File: src/rtl/sdram_arb_pkg.sv
// SDRAM arbiter shared definitions.
// Controller commands, arbiter states and slot event offsets.
package sdram_arb_pkg;

    localparam int AW = 24;
    localparam int DW = 16;

    typedef enum logic [1:0] {
        CMD_NOP,
        CMD_READ,
        CMD_WRITE,
        CMD_REFRESH
    } cmd_e;

    typedef enum logic [1:0] {
        ST_INIT,
        ST_IDLE,
        ST_BUSY
    } state_e;

    typedef enum logic [1:0] {
        OWN_NONE,
        OWN_VID,
        OWN_CPU
    } owner_e;

    localparam int SC_STROBE = 0;
    localparam int SC_CAP    = 10;

endpackage

File: src/rtl/sdram_arb_if.sv
// SDRAM arbiter bus bundle.
// slave = arbiter view, master = clients/controller view.
interface sdram_arb_if;
    import sdram_arb_pkg::*;

    logic          ready;
    logic          cpuRd;
    logic          cpuWr;
    logic [AW-1:0] cpuA;
    logic [DW-1:0] cpuDi;
    logic [DW-1:0] cpuDo;
    logic          cpuAck;
    logic          vidRd;
    logic [AW-1:0] vidA;
    logic [DW-1:0] vidDo;
    logic          vidAck;
    logic          read;
    logic          write;
    logic          refresh;
    logic [AW-1:0] portA;
    logic [DW-1:0] portDi;
    logic [DW-1:0] portDo;

    modport slave (
        input  ready, cpuRd, cpuWr, cpuA, cpuDi,
        input  vidRd, vidA, portDo,
        output cpuDo, cpuAck, vidDo, vidAck,
        output read, write, refresh, portA, portDi
    );

    modport master (
        output ready, cpuRd, cpuWr, cpuA, cpuDi,
        output vidRd, vidA, portDo,
        input  cpuDo, cpuAck, vidDo, vidAck,
        input  read, write, refresh, portA, portDi
    );

endinterface

File: src/rtl/sdram_arb.sv
// Fixed-priority SDRAM arbiter: refresh > video > cpu write > cpu read.
// Every grant owns the controller for SLOT clocks.
module sdram_arb
    import sdram_arb_pkg::*;
#(
    parameter int SLOT  = 12,
    parameter int RFINT = 390
) (
    input  logic       clock,
    input  logic       reset,
    sdram_arb_if.slave bus
);

    localparam int SCW = $clog2(SLOT);
    localparam int RCW = $clog2(RFINT);
    localparam logic [SCW-1:0] SC_LAST = SCW'(SLOT - 1);
    localparam logic [RCW-1:0] RC_LAST = RCW'(RFINT - 1);

    state_e        st_q, st_d;
    logic [SCW-1:0] sc_q, sc_d;
    logic [RCW-1:0] rc_q, rc_d;
    logic          pend_q, pend_d;
    cmd_e          cmd_q, cmd_d;
    owner_e        own_q, own_d;
    logic [AW-1:0] a_q, a_d;
    logic [DW-1:0] di_q, di_d;
    logic [DW-1:0] cdo_q, cdo_d;
    logic [DW-1:0] vdo_q, vdo_d;
    logic          rd_q, rd_d;
    logic          wr_q, wr_d;
    logic          rf_q, rf_d;
    logic          cack_q, cack_d;
    logic          vack_q, vack_d;
    logic          wrap;
    logic          arb;

    // Next state; outputs are registered from the next slot count
    // so each strobe/ack lands in the cycle carrying that sc value.
    always_comb begin
        st_d   = st_q;
        sc_d   = sc_q;
        rc_d   = rc_q;
        pend_d = pend_q;
        cmd_d  = cmd_q;
        own_d  = own_q;
        a_d    = a_q;
        di_d   = di_q;
        cdo_d  = cdo_q;
        vdo_d  = vdo_q;
        rd_d   = 1'b1;
        wr_d   = 1'b1;
        rf_d   = 1'b1;
        cack_d = 1'b0;
        vack_d = 1'b0;
        wrap   = 1'b0;

        if (st_q == ST_INIT) begin
            rc_d = '0;
        end else if (rc_q == RC_LAST) begin
            rc_d = '0;
            wrap = 1'b1;
        end else begin
            rc_d = rc_q + 1'b1;
        end
        if (wrap) pend_d = 1'b1;

        // The last slot clock arbitrates like IDLE so slots can abut.
        arb = (st_q == ST_IDLE) ||
              (st_q == ST_BUSY && sc_q == SC_LAST);

        if (!bus.ready) begin
            st_d = ST_INIT;
            sc_d = '0;
        end else if (st_q == ST_INIT) begin
            st_d = ST_IDLE;
        end else if (arb) begin
            st_d = ST_IDLE;
            sc_d = SCW'(SC_STROBE);
            if (pend_q) begin
                st_d   = ST_BUSY;
                pend_d = wrap;
                cmd_d  = CMD_REFRESH;
                own_d  = OWN_NONE;
                rf_d   = 1'b0;
            end else if (bus.vidRd) begin
                st_d  = ST_BUSY;
                cmd_d = CMD_READ;
                own_d = OWN_VID;
                a_d   = bus.vidA;
                rd_d  = 1'b0;
            end else if (bus.cpuWr) begin
                st_d  = ST_BUSY;
                cmd_d = CMD_WRITE;
                own_d = OWN_CPU;
                a_d   = bus.cpuA;
                di_d  = bus.cpuDi;
                wr_d  = 1'b0;
            end else if (bus.cpuRd) begin
                st_d  = ST_BUSY;
                cmd_d = CMD_READ;
                own_d = OWN_CPU;
                a_d   = bus.cpuA;
                rd_d  = 1'b0;
            end
        end else if (st_q == ST_BUSY) begin
            sc_d = sc_q + 1'b1;
        end

        if (st_d == ST_BUSY && sc_d == SCW'(SC_CAP)) begin
            unique case (own_q)
                OWN_VID: begin
                    vack_d = 1'b1;
                    vdo_d  = bus.portDo;
                end
                OWN_CPU: begin
                    cack_d = 1'b1;
                    if (cmd_q == CMD_READ) cdo_d = bus.portDo;
                end
                default: ;
            endcase
        end
    end

    // State and output registers with synchronous active-low reset.
    always_ff @(posedge clock) begin
        if (!reset) begin
            st_q   <= ST_INIT;
            sc_q   <= '0;
            rc_q   <= '0;
            pend_q <= 1'b0;
            cmd_q  <= CMD_NOP;
            own_q  <= OWN_NONE;
            a_q    <= '0;
            di_q   <= '0;
            cdo_q  <= '0;
            vdo_q  <= '0;
            rd_q   <= 1'b1;
            wr_q   <= 1'b1;
            rf_q   <= 1'b1;
            cack_q <= 1'b0;
            vack_q <= 1'b0;
        end else begin
            st_q   <= st_d;
            sc_q   <= sc_d;
            rc_q   <= rc_d;
            pend_q <= pend_d;
            cmd_q  <= cmd_d;
            own_q  <= own_d;
            a_q    <= a_d;
            di_q   <= di_d;
            cdo_q  <= cdo_d;
            vdo_q  <= vdo_d;
            rd_q   <= rd_d;
            wr_q   <= wr_d;
            rf_q   <= rf_d;
            cack_q <= cack_d;
            vack_q <= vack_d;
        end
    end

    assign bus.read    = rd_q;
    assign bus.write   = wr_q;
    assign bus.refresh = rf_q;
    assign bus.portA   = a_q;
    assign bus.portDi  = di_q;
    assign bus.cpuDo   = cdo_q;
    assign bus.vidDo   = vdo_q;
    assign bus.cpuAck  = cack_q;
    assign bus.vidAck  = vack_q;

endmodule

File: src/flat_wrapper.sv
// flat-port wrapper written by rule: the top's interface ports become plain ports
module sdram_arb_flat import sdram_arb_pkg::*;
#(
    parameter int SLOT  = 12,
    parameter int RFINT = 390
)
  (clock, reset, bus_ready, bus_cpuRd, bus_cpuWr, bus_cpuA, bus_cpuDi, bus_vidRd, bus_vidA, bus_portDo, bus_cpuDo, bus_cpuAck, bus_vidDo, bus_vidAck, bus_read, bus_write, bus_refresh, bus_portA, bus_portDi);
  sdram_arb_if bus_i ();
  input  logic clock;
  input  logic reset;
  input wire logic [$bits(bus_i.ready)-1:0] bus_ready;
  input wire logic [$bits(bus_i.cpuRd)-1:0] bus_cpuRd;
  input wire logic [$bits(bus_i.cpuWr)-1:0] bus_cpuWr;
  input wire logic [$bits(bus_i.cpuA)-1:0] bus_cpuA;
  input wire logic [$bits(bus_i.cpuDi)-1:0] bus_cpuDi;
  input wire logic [$bits(bus_i.vidRd)-1:0] bus_vidRd;
  input wire logic [$bits(bus_i.vidA)-1:0] bus_vidA;
  input wire logic [$bits(bus_i.portDo)-1:0] bus_portDo;
  output wire logic [$bits(bus_i.cpuDo)-1:0] bus_cpuDo;
  output wire logic [$bits(bus_i.cpuAck)-1:0] bus_cpuAck;
  output wire logic [$bits(bus_i.vidDo)-1:0] bus_vidDo;
  output wire logic [$bits(bus_i.vidAck)-1:0] bus_vidAck;
  output wire logic [$bits(bus_i.read)-1:0] bus_read;
  output wire logic [$bits(bus_i.write)-1:0] bus_write;
  output wire logic [$bits(bus_i.refresh)-1:0] bus_refresh;
  output wire logic [$bits(bus_i.portA)-1:0] bus_portA;
  output wire logic [$bits(bus_i.portDi)-1:0] bus_portDi;
  assign bus_i.ready = bus_ready;
  assign bus_i.cpuRd = bus_cpuRd;
  assign bus_i.cpuWr = bus_cpuWr;
  assign bus_i.cpuA = bus_cpuA;
  assign bus_i.cpuDi = bus_cpuDi;
  assign bus_i.vidRd = bus_vidRd;
  assign bus_i.vidA = bus_vidA;
  assign bus_i.portDo = bus_portDo;
  assign bus_cpuDo = bus_i.cpuDo;
  assign bus_cpuAck = bus_i.cpuAck;
  assign bus_vidDo = bus_i.vidDo;
  assign bus_vidAck = bus_i.vidAck;
  assign bus_read = bus_i.read;
  assign bus_write = bus_i.write;
  assign bus_refresh = bus_i.refresh;
  assign bus_portA = bus_i.portA;
  assign bus_portDi = bus_i.portDi;
  sdram_arb #(.SLOT(SLOT), .RFINT(RFINT)) u_core (.clock(clock), .reset(reset), .bus(bus_i));
endmodule
File: config.mk
export PLATFORM = sky130hd
export DESIGN_NAME = sdram_arb_flat
export DESIGN_NICKNAME = d
export VERILOG_FILES = /design/src/rtl/sdram_arb_pkg.sv /design/src/rtl/sdram_arb_if.sv /design/src/rtl/sdram_arb.sv /design/src/flat_wrapper.sv
export SDC_FILE = /design/constraint.sdc
export NUM_CORES = 1
export LEC_CHECK = 0
export CORE_MARGIN = 8
export CORE_UTILIZATION = 44
export DETAILED_ROUTE_END_ITERATION = 12
export HOLD_SLACK_MARGIN = 0.08
export PLACE_DENSITY = 0.81
export REMOVE_ABC_BUFFERS = 1
export SYNTH_ARGS = -nofsm -noshare
export SYNTH_HDL_FRONTEND = slang
export SYNTH_SLANG_ARGS = --single-unit
File: constraint.sdc
create_clock -name clock -period 2.3 [get_ports clock]
set_clock_uncertainty 0.1 [all_clocks]
set_input_delay 0.46 -clock clock [delete_from_list [all_inputs] [get_ports clock]]
set_output_delay 0.46 -clock clock [all_outputs]
set_load 0.05 [all_outputs]
; ---- Yosys cells after proc, flatten, opt, wreduce, memory -nomap -nowiden
; Cells that the tools add are included.
[classes]
add_sub_neg = 2
n_eq_ne = 9
n_mux = 36
n_bitwise = 6
reduce_logical = 16
[op_table]
columns = operator, n
row1 = 2-to-1 mux 24 bit, 3
row2 = 2-to-1 mux 2 bit, 15
row3 = 2-to-1 mux 4 bit, 4
row4 = 2-to-1 mux 1 bit, 14
row5 = adder 9 x 1 -> 9 bit (second input constant), 1
row6 = == test 9 bit (second input constant), 1
row7 = == test 4 bit (second input constant), 2
row8 = == test 2 x 1 -> 1 bit (second input constant), 3
row9 = == test 2 bit (second input constant), 3
row10 = NOT 1 bit, 6
row11 = AND reduction 6 bit, 1
row12 = OR reduction 6 bit, 1
row13 = AND reduction 5 bit, 1
row14 = OR reduction 5 bit, 1
row15 = adder 4 x 1 -> 4 bit (second input constant), 1
row16 = AND reduction 2 bit, 2
row17 = AND reduction 4 bit, 1
row18 = nonzero test 4 bit, 1
row19 = OR reduction 4 bit, 1
row20 = AND reduction 3 bit, 1
row21 = nonzero test 3 bit, 1
row22 = OR reduction 3 bit, 1
row23 = logical AND 1 bit, 2
row24 = zero test 2 bit, 1
row25 = logical OR 1 bit, 1
[word_totals]
register_bits = 97
in_bits = 86
output_inout_bits = 77

; ---- Depth between registers and ports, before layout
[depth]
depth_word = 10
depth_mapped = 7
mapped_depth_nobuf = 5

; ---- Worst setup path after synthesis
; OpenSTA, ideal clock, no wires.
[synth_timing]
path_type = flip-flop to flip-flop
startpoint = register u_core.sc_q[0]
endpoint = register u_core.vdo_q[8] (netlist: u_core.bus.vidDo[8])
setup_time_ns = 0.132
arrival_time_ns = 1.703
path_slack_ns = 0.365
path_stages_with_launch = 8
synth_period_minus_slack_ns = 1.935
cell_sequence = dfxtp_1 > ha_1 > xor2_1 > or4_1 > buf_2 > buf_6 > o21ai_1 > a21oi_1
[synth_between]
elab_chain_cells = 9
elab_cells_between_ends = 15
[synth_rtl]
columns = item, line
row1 = start: declaration, sdram_arb.sv:20  ; logic [SCW-1:0] sc_q, sc_d;
row2 = start signal: assignment, sdram_arb.sv:128  ; sc_q <= '0;
row3 = start signal: assignment, sdram_arb.sv:144  ; sc_q <= sc_d;
row4 = "parallel branches: the longest is 7 deep, another holds adder 4 x 1 -> 4 bit", -
row5 = logical AND 1 bit (*), sdram_arb.sv:109  ; if (st_d == ST_BUSY && sc_d == SCW'(SC_CAP)) begin
row6 = AND reduction 2 bit (no source line) (*), -
row7 = end signal: assignment, sdram_arb.sv:152  ; vdo_q <= vdo_d;
row8 = end: declaration, sdram_arb.sv:28  ; logic [DW-1:0] vdo_q, vdo_d;
; Mark *: on every way between the ends.
; A chain may end at the register's enable or synchronous reset.

; ---- Final worst setup path
[layout_timing]
startpoint = register u_core.a_q[18] (netlist: u_core.bus.portA[18])
endpoint = output port bus_portA[18]
[layout_lines]
columns = item, line
row1 = start: declaration, sdram_arb.sv:25  ; logic [AW-1:0] a_q, a_d;
row2 = start signal: assignment, sdram_arb.sv:133  ; a_q <= '0;
row3 = start signal: assignment, sdram_arb.sv:149  ; a_q <= a_d;
row4 = end: declaration, flat_wrapper.sv:26  ; output wire logic [$bits(bus_i.portA)-1:0] bus_portA;
; No word-level cell between the ends.

==> summary.txt <==
Outcome
  – Status: complete, no violations

Clock tree
  – Root Driver: clkbuf_8
  – Hold Buf Count CTS: 0
  – Post-CTS sizing: 0
  – CTS buffer count: 9
  – CTS tree: done
  – Maximum clock path buffer count: 2
  – Clock transition at path regs: approximately 100 ps
  – Insertion delay to the later sink of the worst-skew pair: around 350 ps
  – Post-CTS Setup Repair Bufs: 0
  – Number of clock sinks: between 90 and 100
  – H-Tree Level Count: 3

Worst setup path
  – CP max stage cell: clkdlybuf4s50_1
  – Crit end category: primary output
  – CP Max Fanout: 2
  – Crit path kind: register to primary output
  – CP arrival: approximately 1500 ps
  – CP Cell Sequence: clkdlybuf4s50_1
  – Crit path launch type: register
  – Critical Path RT: ~1700 ps
  – CP Buf/Inv Count: 1
  – Critical path's top delay family: buffers and inverters
  – Max incr delay on CP: around 840 ps

Drt
  – Routed Wire Length: approximately 11,000 um
  – Antenna viol nets, final: 0
  – Via count: just under 4,000
  – Drt via density: slightly above 5
  – DRC viols: 0
  – 1st-iter DRT viols: between 150 and 200
  – Per-cell routed wire length: ~15 um
  – Pre-Repair DR Iteration Count: 4

Timing
  – Slew Limit Fails: 0
  – RSZ-0062 raised after global routing: no
  – Tightest Pin Transition: between 600 and 700 ps
  – Relative slew slack: 0.5628
  – Setup-failing EPs final: 0
  – Crit path time final: approximately 2100 ps
  – Maximum clock frequency: ~480 MHz
  – Post-route setup slack: 195.2 ps
  – Final hold vios: 0
  – Final period util: 0.9151
  – Setup TNS: 0 ps

Final layout
  – Diode count: 0
  – Area growth from synthesis to final layout: 49.40%
  – Share of layout cells above drive strength 1: 0.08134
  – Nets@finish: between 700 and 800
  – Final Cell Area: ~0.0063 mm2

Logic synthesis
  – Post-Synthesis Cells: ~460
  – Seq/Total Area, Yosys: 0.4641
  – Yosys top cell area share: 0.4641
  – Syn Area/Cell: approximately 9 um2
  – Seq cells post-synth: just under 100
  – Post-Syn Area: 0.004184 mm2
  – Post-synth EDFFs: 0
  – Synth area leaders: dfxtp_1 46%, mux2i_1 13%, nand2_1 6.7%, a21oi_1 5.4%, a211oi_1 4.7%
  – Leading area contributor after synthesis: dfxtp_1
  – Async set-reset flop share out of synthesis: 0
  – Synth cell types: 50
  – YS warnings: 0
  – Synth Flop Type: dfxtp_1

GRT
  – Largest net degree at the start of global routing: between 40 and 50
  – Vias in the first global route: 3,936
  – Remaining Overflow, GRT: 0
  – Global Route Usage Sum: 0.1760
  – Number of antenna violations at the first check in global routing: 0
  – First-pass GRT wire length: about 19,000 um

Place
  – Post-DP HPWL: a little under 9000 um
  – Post-Place Worst Slack: -6.825 ps
  – Post-DP Area: ~0.006 mm2
  – PortBufs: between 150 and 200
  – GP Congestion: a little under 0.8

Die
  – Die ar.: 0.01289 mm2
  – Die height: approximately 110 um
  – I/O pins: between 150 and 200
  – Site row count: 35
  – Initial core utilization: 0.4528
  – CORE AREA: about 0.0092 mm2
  – Die Width: ~110 um

Power and ir drop
  – Leakage power: between 2 and 2.5 nW
  – VDD IR max: 0.2860 mV
  – Pwr dens: roughly 540 mW/mm2

Job
  – Max-cap violations: 0

Min path
  – Hold WC Path Type: register to register
metal layers:
layer	global-route usage	part of all wire	wire (um)
met5	0	0	0
met4	0.06838	0.018	209
met3	0.07396	0.11	1233
met2	0.2884	0.45	5190
met1	0.1989	0.42	4839
area by class of cell:
type	count	area [um2]
Tap cell	129	161.4
Multi-Input combinational cell	319	2064
Sequential cell	97	1942
Timing Repair Buffer	189	1857
Clock buffer	11	141.4
Fill cell	725	2989
Inverter	6	22.52
Clock inverter	5	62.56
placed cells by master (no fill, tap or decap), types with 2 or more instances in the layout:
master	instances
o21ai_1	10
a21oi_1	45
clkinvlp_4	2
xor2_1	8
nand3b_1	2
nor2_1	17
nand3_1	22
buf_12	3
inv_1	5
or3_1	2
a211oi_1	26
mux2i_1	56
and3_1	3
and2_1	2
clkbuf_8	10
dfxtp_1	97
nor3_1	3
nand2_1	75
nand4_1	4
buf_4	24
nand2b_1	4
nand4bb_1	2
or4_1	2
ha_1	3
clkdlybuf4s50_1	161
o21ai_0	10
state kept, by name, indices dropped and copies added, names as in the netlist, 2 cells and up:
register,count
u_core.bus.cpuDo,16
u_core.bus.portA,24
u_core.bus.vidDo,16
u_core.sc_q,4
u_core.rc_q,9
u_core.bus.portDi,16
u_core.cmd_q,2
u_core.st_q,2
u_core.own_q,2
power by group:
| group | total [mW] | internal (mW) | switching [mW] |
|---|---|---|---|
| sequential | 1.73 | 1.71 | 0.0220 |
| clock | 1.13 | 0.539 | 0.590 |
| combinational | 0.492 | 0.247 | 0.245 |
kinds of logic after synthesis:
family / synth area share
DFF: 0.4641
buffers and inverters: 0.04695
xor gates and xnor gates: 0.01884
AOI/OAI and AO/OA: 0.1444
adders and majority gates: 0.008972
and+or+nand+nor: 0.1711
muxes: 0.1456
worst paths after layout:
kind                                     startpoint                           endpoint  slack (ps)  depth (start not counted)
setup / recovery  u_core.bus.portA[18]$_SDFFE_PN0P_                      bus_portA[18]         200                          1
setup reg to reg          u_core.sc_q[1]$_SDFF_PN0_   u_core.bus.vidDo[1]$_SDFFE_PN0P_         220                          6
hold reg to reg   u_core.bus.portDi[2]$_SDFFE_PN0P_  u_core.bus.portDi[2]$_SDFFE_PN0P_         360                          2
hold / removal    u_core.bus.portDi[2]$_SDFFE_PN0P_  u_core.bus.portDi[2]$_SDFFE_PN0P_         360                          2
synth_stat cells, types with 2 or more instances:
library cell and count:
and3_1 3, and2_1 2, or3_1 2, clkbuf_1 18, buf_2 9, a211oi_1 26, xor2_1 8, or4_1 2
buf_4 2, nand3b_1 2, nand4bb_1 2, dfxtp_1 97, nand4_1 4, nand2_1 75, o21ai_0 10, o21ai_1 10
buf_1 2, ha_1 3, a21oi_1 45, mux2i_1 56, nand2b_1 4, buf_6 3, o32ai_1 2, inv_1 5
nor3_1 3, nor2_1 17, nand3_1 22
through the flow:
stage	utilization	std cells	hold slack (ps)	power, mW
after floorplan	-	422	306.8	1.974
after global placement	0.6544	740	343.1	2.255
after detailed placement	0.6544	740	351.7	2.262
after CTS	0.6765	756	368.2	3.375
after global routing	0.6765	756	377.3	3.489
final	0.6765	756	359.3	3.353
(Power assumes the default switching activity.)
